`src/rtl/mult_ctrl.sv`:
```
// mult_ctrl -- sequencer for a shift/add multiplier.
//
// Drives an external accumulator that holds {upper, multiplier}. Each multiply
// loads the accumulator, then runs WIDTH iterations. An iteration tests the
// current multiplier bit, optionally adds, then shifts right. The product sits
// on the accumulator while done is high.
//
// Ports:
//   clock  - rising-edge system clock
//   rst    - asynchronous, active-high reset
//   start  - begin one multiply (only looked at in IDLE)
//   lsb    - bit 0 of the accumulator (current multiplier bit, only looked at in TEST)
//   load   - accumulator load strobe
//   ad     - accumulator add strobe
//   shift  - accumulator logical-right-shift strobe
//   busy   - high from LOAD through the final SHIFT
//   done   - one-cycle pulse, product valid
module mult_ctrl #(
    parameter int WIDTH = 16
) (
    input  logic clock,
    input  logic rst,
    input  logic start,
    input  logic lsb,
    output logic load,
    output logic ad,
    output logic shift,
    output logic busy,
    output logic done
);

    // One extra bit so that counting to WIDTH-1 never wraps, even when WIDTH
    // is a power of two.
    localparam int CW = $clog2(WIDTH) + 1;
    localparam logic [CW-1:0] LAST = CW'(WIDTH - 1);

    typedef enum logic [2:0] {
        IDLE  = 3'd0,
        LOAD  = 3'd1,
        TEST  = 3'd2,
        ADD   = 3'd3,
        SHIFT = 3'd4,
        DONE  = 3'd5
    } state_t;

    state_t         state;
    logic [CW-1:0]  count;

    always_ff @(posedge clock or posedge rst) begin
        if (rst) begin
            state <= IDLE;
            count <= '0;
        end else begin
            case (state)
                IDLE:  if (start) state <= LOAD;
                LOAD: begin
                    count <= '0;
                    state <= TEST;
                end
                TEST:  state <= lsb ? ADD : SHIFT;
                ADD:   state <= SHIFT;
                SHIFT: begin
                    if (count == LAST) begin
                        state <= DONE;
                    end else begin
                        count <= count + CW'(1);
                        state <= TEST;
                    end
                end
                DONE:  state <= IDLE;
                // Encodings 6 and 7 recover to IDLE.
                default: state <= IDLE;
            endcase
        end
    end

    // Moore decode: strobes depend only on the state register, so they are
    // mutually exclusive by construction and drop as soon as rst forces IDLE.
    assign load  = (state == LOAD);
    assign ad    = (state == ADD);
    assign shift = (state == SHIFT);
    assign busy  = (state == LOAD) || (state == TEST) || (state == ADD) || (state == SHIFT);
    assign done  = (state == DONE);

endmodule
```
`config.mk`:
```
export PLATFORM = sky130hd
export DESIGN_NAME = mult_ctrl
export DESIGN_NICKNAME = d
export VERILOG_FILES = /design/src/rtl/mult_ctrl.sv
export SDC_FILE = /design/constraint.sdc
export NUM_CORES = 1
export LEC_CHECK = 0
export CAP_MARGIN = 15
export CORE_AREA = 2 2 39 41
export DETAILED_ROUTE_END_ITERATION = 8
export DIE_AREA = 0 0 41 43
export GPL_TIMING_DRIVEN = 1
export PLACE_DENSITY = 0.55
export REMOVE_ABC_BUFFERS = 1
export SYNTH_ARGS = -nofsm -noshare
export SYNTH_HDL_FRONTEND = slang
export SYNTH_SLANG_ARGS = --single-unit
export TNS_END_PERCENT = 30
```
`constraint.sdc`:
```
create_clock -name clock -period 2.6 [get_ports clock]
set_input_delay 0.26 -clock clock [delete_from_list [all_inputs] [get_ports clock]]
set_output_delay 0.26 -clock clock [all_outputs]
set_load 0.005 [all_outputs]
```
# [Yosys cells after proc, flatten, opt, wreduce, memory -nomap -nowiden]
# Cells that the tools add are included.
[totals] register_bits=8 inputBits=4
[op_classes] n_addsub=1 eq_ne=8 n_mux=6 n_reduce_logical=6
[ops] cell="$pmux W3 S5" count=1
[ops] cell="$pmux W5 S2" count=1
[ops] cell="$mux W3" count=3
[ops] cell="$eq A3 B2 Y1 const B" count=2
[ops] cell="$eq A3 B3 Y1 const B" count=2
[ops] cell="$add A5 B1 Y5 const B" count=1
[ops] cell="$eq A5 B4 Y1 const B" count=1
[ops] cell="$mux W5" count=1
[ops] cell="$ne A2 B2 Y1 const B" count=2
[ops] cell="$eq A3 B1 Y1 const B" count=1
[ops] cell="$logic_not A3 Y1" count=1
[ops] cell="$logic_or A1 B1 Y1" count=3
[ops] cell="$reduce_and A2 Y1" count=1
[ops] cell="$reduce_bool A2 Y1" count=1

# [Longest topological paths before layout]
# Gate-level depths: netlist of run 1.
[depth] depth_word=4 ltp_mapped=6 mapped_depth_nobuf=6

# [Worst setup path after synthesis of run 1]
# Ideal clock, no wire load.
[synth_timing] path_type="reg-to-reg" startpoint="register count[0]" endpoint="register count[3]" setup_time_ns=0.077 arrival_ns=1.956 required_time_ns=2.523 setup_slack_ns=0.567 path_stages_with_launch=7 path_buffers=0 path_cell_list="dfrtp_1 ha_1 and3_1 ha_1 or4b_4 or3_1 a21oi_1"
[synth_between] elab_chain_cells=3
[synth_rtl] element="start, declared" line_no="47" rtl="logic [CW-1:0] count;"
[synth_rtl] element="start signal, assigned" line_no="66" rtl="count <= count + CW'(1);"
[synth_rtl] element="$add A5 B1 Y5 / $eq A5 B4 Y1 (equally long branches)" line_no="66, 63"
[synth_rtl] element="$mux W5 / $ne A2 B2 Y1 (equally long branches)"
[synth_rtl] element="$pmux W5 S2 / $reduce_and A2 Y1 (equally long branches)"
# Parallel ways exist; a longest one is shown, timed or not. The select of a mux whose other input is x is not followed.
# A chain may end at the register's enable or synchronous reset.

# [Worst setup path in the final report of run 1]
# Same ends and word-level chain as after synthesis.

==> results of run 1 <==
==> kinds of logic after synthesis <==
group	synth area share [%]
AO/OA/AOI/OAI	13.7
XOR/XNOR	1.88
adder cells (fa/ha/maj)	5.36
buffers and inverters	6.70
flip-flops	42.9
multiplexers	4.29
AND/OR/NAND/NOR	25.2
==> Yosys cell counts (all sizes together) <==
cell / instances / area (um^2)
dfrtp: 8 / 200
inv: 4 / 15.0
nand2: 3 / 11.3
nor2: 3 / 11.3
o21ai: 3 / 15.0
a22o: 2 / 17.5
a2bb2oi: 2 / 17.5
and2: 2 / 12.5
buf: 2 / 16.3
ha: 2 / 25.0
mux2i: 2 / 20.0
nand3: 2 / 10.0
a21oi: 1 / 5.00
and2b: 1 / 7.51
and3: 1 / 6.26
and3b: 1 / 8.76
nand2b: 1 / 6.26
nor2b: 1 / 6.26
nor4b: 1 / 8.76
o2bb2ai: 1 / 8.76
or3: 1 / 6.26
or3b: 1 / 8.76
or4b: 1 / 13.8
xnor2: 1 / 8.76
==> per-stage QoR <==
step / util (%) / instance area, um^2
finish: 41.4 / 573
global route: 41.4 / 573
CTS: 41.4 / 573
detailed placement: 39.8 / 551
global placement: 39.8 / 551
floorplan: - / 450
==> area by class of cell <==
cell class	instances	area [um^2]	area share (%)
clock buffers	3	22.5	3.93
flip-flops and latches	8	200	34.9
repair buffers	8	80.1	14.0
multi-input cells	33	235	41.0
inverters	4	15.0	2.62
well taps	16	20.0	3.49
==> per-layer routing <==
| metal | track usage (%) | share of wire [%] |
|---|---|---|
| met1 | 16.2 | 46 |
| met2 | 15.3 | 46 |
| met3 | 3.66 | 6.6 |
| met4 | 10.0 | 1.5 |
| met5 | 0 | 0 |
==> worst reg2reg max path, cell delays in order (launching register included) <==
cell and delay, ns:
dfrtp_1 0.41, ha_1 0.22, and3_1 0.18, ha_1 0.24
or4b_4 0.53, or3_1 0.36, a21oi_1 0.15
==> where the power goes <==
| part | internal (uW) | switching, uW | leakage, uW | total (uW) |
|---|---|---|---|---|
| logic | 147 | 88.8 | 0.000147 | 236 |
| registers | 159 | 58.1 | 0.000107 | 217 |
| clock network | 52.7 | 40.6 | 0.0000138 | 93.3 |
==> final timing paths <==
check                      cells past startpoint        to  slack (ns)
setup / recovery                               6  count[3]        0.43
hold / removal                                 2  state[2]        0.25
setup reg to reg                               6  count[3]        0.43
hold reg to reg                                1  count[4]        0.49
max in group asynchronous                      2  count[3]        2.13
min in group clock                             1  count[4]        0.49
==> state kept, by name (all words and copies together) (netlist names) <==
register,count
count,5
state,3
==> results.txt, run 1 <==
The run finished with clean final reports. The total number of yosys warnings came out at 0. On the critical path, the stage with the largest delay is an instance of or4b_4. The clock latency on the worst-skew pair came out at about 0.25 ns. Final hold analysis gives a worst-case slack of 0.246 ns. The top-level port count came out at 9. The mapped cell area is ~470 um^2.

The synthesized flop and latch total came out at 8. The largest buffer count on any clock path is 2. The number of port buffers came out at 8. The number of antenna violations at the first check in global routing is 0. The root buffer cell is clkbuf_4. The number of antenna diodes in the final layout is 0. The number of distinct standard cells referenced by the synthesized netlist came out at 26. Cells with a size suffix above 1 make up under 10% of the layout. Counting stages on the worst path, the most repeated cell is ha_1.

The net total in the final layout came out at 64. The total count of hold-check failures in the final report came out at 0. Measured along the x axis, the die boundary spans 41 um. The number of setup buffers added after CTS is 0. The total DRC errors in the routed layout is 0. The TritonCTS buffer count came out at 3. The total number of clock tree sinks is 8. The setup-violating endpoint count in the final report came out at 0. The headroom to the max-slew limit came out at 62.5%. The DRC marker count from the first detailed-route iteration came out at 2. The number of filler instances in the final layout is 155. The final global-route overflow total is 0. The first detailed-routing pass took 2 iterations. For the worst setup path, the data arrival time is 2.34 ns. The count of pins over their slew limit was 0.

Dividing the detail-routed wire length by the instance count gives 11.0 um. The die extent in y came out at 43 um. The H-tree depth is 1. The residual antenna-violating net count after detailed routing is 0. The post-route clock period utilization is 83.4%. The CTS tree is built. The critical path launch point type is a flip-flop. The final wirelength came out at around 790 um. The worst hold path belongs to the class input pin to async pin. The maximum fanout along the worst path came out at 5.

The data required time at the worst endpoint came out at 2.77 ns. The cell row count is 14. The number of hold buffers added after CTS is 0. Tracing the worst setup path back leads to its startpoint at count[0]. The launch point of the worst reg-to-reg path is count[0]. The wire length of the first global-routing pass came out at 1.40 mm.

The area growth from synthesis to final layout is 22.8%. The highest achievable clock rate is 461 MHz. Adding up every negative setup slack in the final design gives 0 ns.

For the pin with the worst max-slew slack, the measured transition is 0.554 ns. The cell area power density is 953 mW/mm^2. Traced cell by cell, the critical path runs through ha_1, and3_1, ha_1, or4b_4, or3_1, a21oi_1.

The average size of a mapped cell came out at 9.93 um^2. The number of standard cells after synthesis came out at 47. Entering global routing, the biggest net connects 11 pins.

In the post-route analysis, the smallest setup slack over all paths is about 0.43 ns. The worst path buffer plus inverter count is 0. Post-CTS repair changed the size of 0 cells. Of the synthesized area, sequential elements account for a little over two fifths. The clock slew seen by the registers of the worst setup and hold paths came out at around 0.05 ns. The post-route minimum period is 2.17 ns. The static leakage is 0.000268 uW. The kind of cell adding the most delay to the critical path is simple AND/OR/NAND/NOR gates. The effective utilization at floorplan is 33.7%.

The kind of critical path is flip-flop to flip-flop. The overall via count from detail_route is 361. The clock tree skew after final layout came out at 0.00416 ns. The via count of the first global-routing pass came out at about 350. The worst setup path is captured at a flip-flop.

The die covers 0.00176 mm^2. The maximum ir drop on the vdd rail came out at 0.000449 V. After the flow finishes, the layout carries non-filler instances totaling 72.

The count of maximum capacitance violations is 0. In this design, the stage delay of the slowest critical-path cell is 0.53 ns. The vias per cell came out at 5.01. Setup repair after global routing left no endpoint under its margin. The core area is between 0.001 and 0.0015 mm^2. The top cell types in the final layout, fill and taps aside, are 8 x dfrtp_1, 8 x clkdlybuf4s50_1, 4 x inv_1. At the end of routability-driven placement, the weighted congestion stood at 0.684.

The global routing usage summed across all routing layers came out at ~12%. The half-perimeter wire length after placement is 626 um. The post-placement cell count is about 70. Overall power consumption after layout is estimated at 546 uW. The post-placement setup slack is about 0.42 ns.
Note: power is estimated with default switching activity, not from simulation.
==> inputs of run 2 (changes only) <==
Clock period 2.6 ns to 2 ns, I/O delays scaled along.
==> run 2 against run 1 <==
Clock power grew 34%. Non-clock buffer count up 7. Fmax increased by 13%. Clock skew down 0.0035 ns. Sequential share of layout area shrank 3.4 points. Largest power group unchanged. Worst setup slack got worse by 0.36 ns. First-iteration DRC count up 50%. Critical path depth unchanged. Global-route usage increased by 3.0 points. Via count is 14% higher. Critical endpoint unchanged.
==> results.txt, run 2 (synthesis gave the netlist of run 1 again) <==
The number of port buffers came out at 8 (unchanged). The area enclosed by the die boundary is 0.00176 mm^2 (unchanged). The maximum fanout along the worst path is 2 (was 5). The number of setup buffers added after CTS came out at 0 (unchanged).

Run status: finished, final reports clean (unchanged). The via count of the first global-routing pass is 406 (was 349). The chip width was 41 um (unchanged). The number of flip-flops under the largest register name came out at 5 (unchanged). The kind of critical path is flip-flop to flip-flop (unchanged).

The kind of cell adding the most delay to the critical path was simple AND/OR/NAND/NOR gates (unchanged). The worst slack on hold paths came to 0.193 ns (was 0.246 ns). Registers with the most flip-flops: count (5), state (3) (unchanged). The post-route clock period utilization is 96.3% (was 83.4%). The worst path buffer plus inverter count was 0 (unchanged). The most flop-heavy register is count (unchanged).

The final global-route overflow total came to 0 (unchanged). The launch point of the worst reg-to-reg path is count[1] (was count[0]). The sum of internal, switching and leakage power is 804 uW (was 546 uW). The static leakage came to 0.000296 uW (was 0.000268 uW). The net total in the final layout is 71 (was 64).

The top-level port count came to 9 (unchanged). The headroom to the max-slew limit is 78.6% (was 62.5%). The slew of the pin with the lowest slew margin is 0.321 ns (was 0.554 ns). The residual antenna-violating net count after detailed routing came to 0 (unchanged). The maximum single-stage delay on the critical path came out at 0.48 ns (was 0.53 ns). The DRC marker count from the first detailed-route iteration came out at 3 (was 2). The post-route minimum period is 1.93 ns (was 2.17 ns). The kind of path behind the tightest hold check is input pin to async pin (unchanged). The critical path launch point type is a flip-flop (unchanged). The instance area at placement is 603 um^2 (was 551 um^2). RSZ-0062 raised after global routing: no (unchanged). The most prevalent standard cell on the critical path is ha_2 (was ha_1).

The area of all placed cells without fillers came out at 639 um^2 (was 573 um^2). The count of pins over their slew limit is 0 (unchanged). The cell row count came out at 14 (unchanged). The data required time at the worst endpoint came out at 2.18 ns (was 2.77 ns). The number of optimization iterations in the first detailed-route pass came out at 4 (was 2).

The total count of hold-check failures in the final report came to 0 (unchanged). The cell area power density came to 1260 mW/mm^2 (was 953 mW/mm^2). The H-tree depth came out at 1 (unchanged). The clock latency on the worst-skew pair came to 0.25 ns (about the same). The half-perimeter wire length after placement is 765 um (was 626 um). The wire length of the first global-routing pass came out at 1.75 mm (was 1.40 mm). The vias per cell came out at 5.23 (was 5.01). The core area is 0.00138 mm^2 (unchanged). The routed wirelength normalized by instance count is 12.5 um (was 11.0 um). The number of filler instances in the final layout is 142 (was 155).

The global routing usage summed across all routing layers came to 15.2% (was 12.1%). The number of antenna violations at the first check in global routing came out at 0 (unchanged). The total DRC errors in the routed layout is 0 (unchanged). The aggregate negative setup slack is 0 ns (unchanged). The TritonCTS buffer count is 3 (unchanged). The number of hold buffers added after CTS is 0 (unchanged). The largest buffer count on any clock path came to 2 (unchanged).

The data arrival time of the critical path was 2.11 ns (was 2.34 ns). The clock tree skew after final layout came out at 0.000632 ns (was 0.00416 ns). The most common cell after layout, fill and taps aside is clkdlybuf4s50_1.

The die extent in y is 43 um (unchanged). The clock slew seen by the registers of the worst setup and hold paths was 0.05 ns (about the same). The largest net degree at the start of global routing came out at 10 (was 11). The overall via count from detail_route is 413 (was 361). The effective utilization at floorplan is 33.7% (unchanged). The proportion of layout cells with a drive suffix above 1 was 27.0% (was 7.14%). The maximum ir drop on the vdd rail was 0.000486 V (was 0.000449 V).

Commonest non-fill, non-tap cells in the layout: 8 x clkdlybuf4s50_1, 7 x dfrtp_1, 7 x buf_4 (was 8 x dfrtp_1, 8 x clkdlybuf4s50_1, 4 x inv_1). The cell with the largest stage delay on the worst path is or4b_4 (unchanged). The global placement routability congestion is 0.733 (was 0.684). The CTS tree is built (unchanged).

The final wirelength was 991 um (was 789 um). The critical path endpoint category is a flip-flop (unchanged). Cell-by-cell trace of the critical path: ha_2, and3_4, ha_2, or4b_4, or3_1, a21oi_1 (was ha_1, and3_1, ha_1, or4b_4, or3_1, a21oi_1). The setup-violating endpoint count in the final report is 0 (unchanged). The first element of the critical path is count[1] (was count[0]).

The total number of clock tree sinks came out at 8 (unchanged). The antenna cell count was 0 (unchanged). The highest achievable clock rate is 519 MHz (was 461 MHz). The area growth from synthesis to final layout is 37.0% (was 22.8%). The count of maximum capacitance violations came to 0 (unchanged). The root buffer cell was clkbuf_4 (unchanged).
==> run 2: cell count changes in the layout (fill, tap and decap cells not counted), sizes merged <==
| cell | change |
|---|---|
| buf | +7 |
==> run 2: cell type report <==
cell class | count | area (um^2) | area share [%]
multi-input combinational | 33 | 248 | 38.7
sequential | 8 | 201 | 31.5
timing repair buffer | 15 | 133 | 20.7
clock buffer | 3 | 22.5 | 3.52
tap | 16 | 20.0 | 3.13
inverter | 4 | 15.0 | 2.35
==> run 2: per-layer routing <==
layer	wire length (um)	vias to the layer above	GRT usage [%]
met5	0	-	0
met4	43	0	12.0
met3	37	5	3.14
met2	487	12	22.5
met1	422	197	17.7
li1	-	199	-
==> run 2: where the power goes <==
group / switching [uW] / leakage [uW] / internal [uW] / total (uW)
Combinational: 164 / 0.000177 / 255 / 419
Sequential: 51.0 / 0.000106 / 209 / 260
Clock: 55.9 / 0.0000138 / 68.7 / 125
Total: 271 / 0.000296 / 533 / 804
==> run 2: worst paths after layout <==
path | endpoint | slack [ns] | cells past startpoint
max | count[3] | 0.07 | 6
min | count[2] | 0.19 | 2
max reg2reg | count[3] | 0.07 | 6
min reg2reg | count[4] | 0.49 | 1
max in group asynchronous | state[1] | 1.55 | 2
min in group clock | count[4] | 0.49 | 1
==> run 2: worst reg2reg max path: cells and delay by family (launching register included) <==
kind / cells / cell delay [ns]
AND/OR/NAND/NOR: 3 / 0.96
AO/OA/AOI/OAI: 1 / 0.14
adder cells (fa/ha/maj): 2 / 0.36
flip-flops: 1 / 0.39
==> run 2: what timing repair did <==
item / in CTS / in global routing
hold endpoints to repair: 0 / 0
resized for setup: 2 / 4
endpoints found under the setup margin: 2 / 3
pin swaps: 1 / 3
==> run 2: stage by stage <==
| step | utilization, % | worst slack [ns] | cells |
|---|---|---|---|
| floorplan | - | -0.0331 | 45 |
| global placement | 43.6 | 0.0305 | 76 |
| detailed placement | 43.6 | -0.0145 | 76 |
| CTS | 45.6 | 0.0122 | 79 |
| global route | 46.2 | 0.00291 | 79 |
| finish | 46.2 | 0.0747 | 79 |
==> inputs of run 3 (changes only) <==
Settings changed: CORE_AREA 2 2 39 41 to unset, CORE_UTILIZATION set to 35, DIE_AREA 0 0 41 43 to unset.
==> run 3 against run 2 <==
Clock skew is 0.0011 ns higher. Via count fell by 2.9%. Power rose by 0.88%. Combinational power fell by 1%. Cell area grew 0.39%. Clock power rose by 3%. First-iteration DRC count grew to 3.0 times the previous value. Routed wire length shrank 1.2%. Hold slack improved by 0.0082 ns. Core utilization up 8.6 points. Global-route usage up 2.1 points. Critical path type unchanged. Critical endpoint unchanged.
==> results.txt, run 3 (synthesis gave the netlist of run 1 again) <==
The effective utilization at floorplan came out at 39.9% (was 33.7%). The top-level port count is 9 (unchanged). The maximum ir drop on the vdd rail is 0.000652 V (was 0.000486 V). The cell with the largest stage delay on the worst path is or4b_4 (unchanged). The clock slew seen by the registers of the worst setup and hold paths was 0.06 ns (was 0.05 ns).

The post-placement cell count came to 73 (was 76). The final global-route overflow total is 0 (unchanged). The number of port buffers is 8 (unchanged). The setup-violating endpoint count in the final report was 0 (unchanged). The worst path buffer plus inverter count came out at 0 (unchanged). The most flop-heavy register is count (unchanged). The largest buffer count on any clock path is 2 (unchanged).

The antenna cell count is 0 (unchanged). The headroom to the max-slew limit is 78.2% (was 78.6%). The global routing usage summed across all routing layers came out at 17.2% (was 15.2%). The non-filler instance count after layout is 77 (was 79). The clock latency on the worst-skew pair came out at 0.26 ns (was 0.25 ns). The TritonCTS buffer count was 3 (unchanged). The most common cell after layout, fill and taps aside is clkdlybuf4s50_1 (unchanged). The clock tree skew after final layout came to 0.00171 ns (was 0.000632 ns). The critical path endpoint category is a flip-flop (unchanged). The cell area power density came to 1260 mW/mm^2 (about the same). RSZ-0062 raised after global routing: no (unchanged).

The largest net degree at the start of global routing is 10 (unchanged). The endpoint of the most critical register-to-register path is count[3] (unchanged). The end point of the critical path is count[3] (unchanged). Run status: finished, final reports clean (unchanged). The total number of clock tree sinks came out at 8 (unchanged). The slew of the pin with the lowest slew margin is 0.327 ns (was 0.321 ns). The H-tree depth is 1 (unchanged).

The worst slack on hold paths is 0.201 ns (was 0.193 ns). The residual antenna-violating net count after detailed routing was 0 (unchanged). The total DRC errors in the routed layout came out at 0 (unchanged). The number of flip-flops under the largest register name is 5 (unchanged). The path length in cells of the critical path is 6 (unchanged).

The launch point of the worst reg-to-reg path is count[0] (was count[1]). The vias per cell is 5.21 (was 5.23). The wire length of the first global-routing pass is 1.69 mm (was 1.75 mm). The most prevalent standard cell on the critical path is ha_2 (unchanged). The overall via count from detail_route is 401 (was 413).

The routed wirelength normalized by instance count came to 12.7 um (was 12.5 um). The DRC marker count from the first detailed-route iteration came out at 9 (was 3). Commonest non-fill, non-tap cells in the layout: 8 x clkdlybuf4s50_1, 7 x buf_4, 6 x dfrtp_1 (was 8 x clkdlybuf4s50_1, 7 x dfrtp_1, 7 x buf_4). The maximum fanout along the worst path came out at 2 (unchanged). The CTS tree was built (unchanged). The half-perimeter wire length after placement came out at 711 um (was 765 um).

The final wirelength is 979 um (was 991 um). Registers with the most flip-flops: count (5), state (3) (unchanged). The data required time at the worst endpoint came out at 2.19 ns (was 2.18 ns). The first element of the critical path is count[0] (was count[1]).

The root buffer cell is clkbuf_4 (unchanged). The critical path launch point type is a flip-flop (unchanged). The global placement routability congestion is 0.743 (was 0.733). The die extent in y is 38.5 um (was 43 um). The area enclosed by the die boundary came out at 0.00148 mm^2 (was 0.00176 mm^2).

The worst reg-to-reg path cell count is 6 (unchanged). Cell-by-cell trace of the critical path: ha_2, and3_1, ha_2, or4b_4, or3_4, a21oi_2 (was ha_2, and3_4, ha_2, or4b_4, or3_1, a21oi_1). The kind of critical path is flip-flop to flip-flop (unchanged). The area growth from synthesis to final layout is 37.5% (was 37.0%). The reg-to-reg setup timing slack is 0.06 ns (was 0.07 ns). The count of maximum capacitance violations came out at 0 (unchanged). The cell row count came out at 12 (was 14). The net total in the final layout came out at 71 (unchanged).

The chip width came out at 38.5 um (was 41 um). The post-route clock period utilization is 97.1% (was 96.3%). The highest achievable clock rate is 515 MHz (was 519 MHz). The total count of hold-check failures in the final report was 0 (unchanged).

The number of optimization iterations in the first detailed-route pass came out at 4 (unchanged). The kind of path behind the tightest hold check is input pin to async pin (unchanged). The count of pins over their slew limit is 0 (unchanged). The static leakage came out at 0.000299 uW (was 0.000296 uW). The kind of cell adding the most delay to the critical path is simple AND/OR/NAND/NOR gates (unchanged). The via count of the first global-routing pass came out at 400 (was 406). The proportion of layout cells with a drive suffix above 1 is 30.2% (was 27.0%). The post-route minimum period is 1.94 ns (was 1.93 ns). The core area came out at 0.00117 mm^2 (was 0.00138 mm^2). The number of antenna violations at the first check in global routing came to 0 (unchanged). The data arrival time of the critical path is 2.13 ns (was 2.11 ns). The maximum single-stage delay on the critical path is 0.48 ns (about the same).
## run 3: stage by stage
step           utilization [%]  cell area (um^2)  setup WS, ns  setup TNS, ns  power, uW
6_report                  54.8               642        0.0589              0        811
3_3_place_gp              50.6               593        0.0307              0        631
3_5_place_dp              50.6               593       -0.0422        -0.0422        649
2_1_floorplan                -               450       -0.0331        -0.0331        455
5_1_grt                   54.8               642        0.0135              0        870
4_1_cts                   53.1               622        0.0136              0        784
## run 3: layout make-up
class	count	area (um^2)
clock buffers	3	22.5
fillers	108	529
inverters	4	15.0
multi-input cells	33	251
flip-flops and latches	8	203
well taps	14	17.5
repair buffers	15	133
## run 3: power breakdown
group	switching (uW)	total [uW]	internal [uW]
clock network	60.4	129	69.1
logic	159	413	254
registers	57.3	269	211
total	276	811	535
## run 3: worst min path at each step
| stage | from | endpoint | slack, ns |
|---|---|---|---|
| 6_report | rst | state[2] | 0.20 |
| 5_1_grt | rst | state[2] | 0.24 |
| 2_1_floorplan | rst | count[0] | 0.02 |
| 4_1_cts | rst | state[2] | 0.22 |
| 3_3_place_gp | rst | state[2] | 0.46 |
| 3_5_place_dp | rst | state[2] | 0.48 |
## run 3: routing by layer
metal	GRT usage [%]	vias to the layer above	part of all wire, %
met5	0	-	0
met4	7.76	0	0
met3	5.23	0	3.6
met2	25.4	8	46
met1	22.9	195	50
li1	-	198	-
## run 3: timing repair
item	4_1_cts	5_1_grt
setup endpoints to repair	2	2
resized for setup	3	6
hold buffers	0	0
cloned	0	0
pin swaps	1	2
buffers inserted	0	1
==> patch (settings of run 3) <==
Change the parameter `WIDTH` from 16 to 32.
--- a/src/rtl/mult_ctrl.sv
+++ b/src/rtl/mult_ctrl.sv
@@ -16,7 +16,7 @@
 //   busy   - high from LOAD through the final SHIFT
 //   done   - one-cycle pulse, product valid
 module mult_ctrl #(
-    parameter int WIDTH = 16
+    parameter int WIDTH = 32
 ) (
     input  logic clock,
     input  logic rst,
Behaviour: same outputs for any inputs over 10 cycles, from zero or initial values and one cycle with rst high; that may be too few to reach the edited logic, so the function may still have changed.
==> patch against run 3 <==
Wire length up 0.82%. Worst setup slack better by 0.0061 ns. Clock power decreased by 5%. Design area grew 9.7%. Clock skew grew 0.0012 ns. Largest cell class unchanged. Sequential cell count increased by 1. Area after synthesis up 25%. Power is 3.3% lower. Maximum frequency rose by 0.31%.
==> patch: results (changes against run 3) <==
stage	metric	value	unit	change
power	Seq. pwr	293	µW	was 269 µW
drt	initial DRC count	5		was 9
finish	layout cells sized above 1	0.269		was 0.302
finish	Synth-to-Final Area Change	21.1	%	was 37.5%
finish	Fillers	139		was 108
synth	Synth top area share	0.387		was 0.429
setup_path	Slowest cell on crit path	clkdlybuf4s50_1		was or4b_4
setup_path	CP Max Fanout	9		was 2
global_route	vias in the first global route	412		was 400
global_route	met3 Use GR	0.0128		was 0.0523
power	Pleak	0.298	nW	was 0.299 nW
drt	wire per inst	11.9	µm	was 12.7 µm
finish	clk_buf instances	4		was 3
global_route	initial antenna violation count	0		unchanged
finish	fraction of area in multi-input gates	0.458		was 0.392
global_route	first-pass GRT wire length	1.63	mm	was 1.69 mm
synth	Synth Area in Compound Gates	0.213		was 0.137
synth	post-synthesis mux area share	0.0538		was 0.0429
global_route	all-layer global routing usage	0.116		was 0.172
synth	Synth top cells by count	dfrtp_1 (9), nand2_1 (5)		was dfrtp_1 (8), inv_1 (4), nand2_1 (3), nor2_1 (3)
synth	Synth Area in Adders	0.0215		was 0.0536
place	Detail Placement HPWL	809	µm	was 711 µm
synth	Post-Synth XOR/XNOR Area	0.0151		was 0.0188
place	Area after DPL	673	µm²	was 593 µm²
drt	routed vias/inst	5.31		was 5.21
place	RD Place Congestion	0.757		was 0.743
drt	final WL	987	µm	was 979 µm
finish	clock network area share	0.0373		was 0.0351
finish	Seq cells	9		was 8
finish	Final #Nets	73		was 71
power	Combinational Power Share	0.470		was 0.509
cts	Skew-Pair Late Insertion Delay	0.24	ns	was 0.26 ns
place	Cells after DPL	79		was 73
finish	Largest regs	count: 6 flops, state: 3 flops		was count: 5 flops, state: 3 flops
finish	Multi-Input Combinational	41		was 33
global_route	met2 Track Usage GR	0.176		was 0.254
sta	Worst-Margin Slew	0.400	ns	was 0.327 ns
setup_path	Largest stage delay, worst path	0.50	ns	was 0.48 ns
synth	Netlist cell types	39		was 26
finish	non-clk buf share	0.124		was 0.207
finish	nonclk inv count	4		unchanged
synth	Mean Syn Cell Area	10.2	µm²	was 9.93 µm²
sta	clock skew	0.00286	ns	was 0.00171 ns
power	Net Sw Frac	0.345		was 0.341
power	Seq pwr share	0.374		was 0.331
synth	sequential share of the synthesized area	0.387		was 0.429
cts	clock-pin slew on the worst setup and hold paths	0.05	ns	
outcome	status	finished clean		unchanged
synth	Synth area leaders	dfrtp_1 (39%), mux2i_1 (3.4%), nand2_1 (3.2%)		was dfrtp_1 (43%), ha_1 (5.4%), mux2i_1 (4.3%)
setup_path	Worst Path Arrival	1.74	ns	was 2.13 ns
power	maximum VDD drop	688	µV	was 652 µV
finish	Seq area share	0.323		was 0.316
place	Placement Setup Slack	0.271	ns	was -0.0422 ns
global_route	met1 Use GR	0.163		was 0.229
cts	Setup Fix Bufs, Post-CTS	0		unchanged
finish	count of plain and timing-repair buffers	9		was 15
## patch: changes by cell type after synthesis, sizes merged, moves of 2 or more
cell / run 3 / this run
a2bb2oi: 2 / 0
and2: 2 / 0
a22o: 2 / 0
nor3: 0 / 3
nand2: 3 / 5
## patch: timing repair
action	CTS	global route
endpoints found under the setup margin	0	1
hold buffers	0	0
endpoints found under the hold margin	0	0
resized for setup	0	3
## patch: final timing paths
path                            startpoint        to  slack [ns]  depth (start not counted)
worst max-delay path              state[2]      load        0.06                          3
worst max register to register    count[0]  count[2]        0.42                          4
min in group clock                state[0]  state[0]        0.52                          1
worst min-delay path                   rst  count[2]        0.21                          2
max in group asynchronous              rst  state[0]        1.53                          2
worst min register to register    state[0]  state[0]        0.52                          1
## patch: critical path, delay by kind of cell (launching register included)
kind / cells / cell delay [ns]
buf+inv: 2 / 0.61
flops: 1 / 0.45
simple gates: 1 / 0.43
## patch: layer usage
metal  part of all wire  vias up
met4              0.012        0
met5                  0        -
met1               0.55      200
met3              0.018        2
met2               0.42        5
li1                   -      234
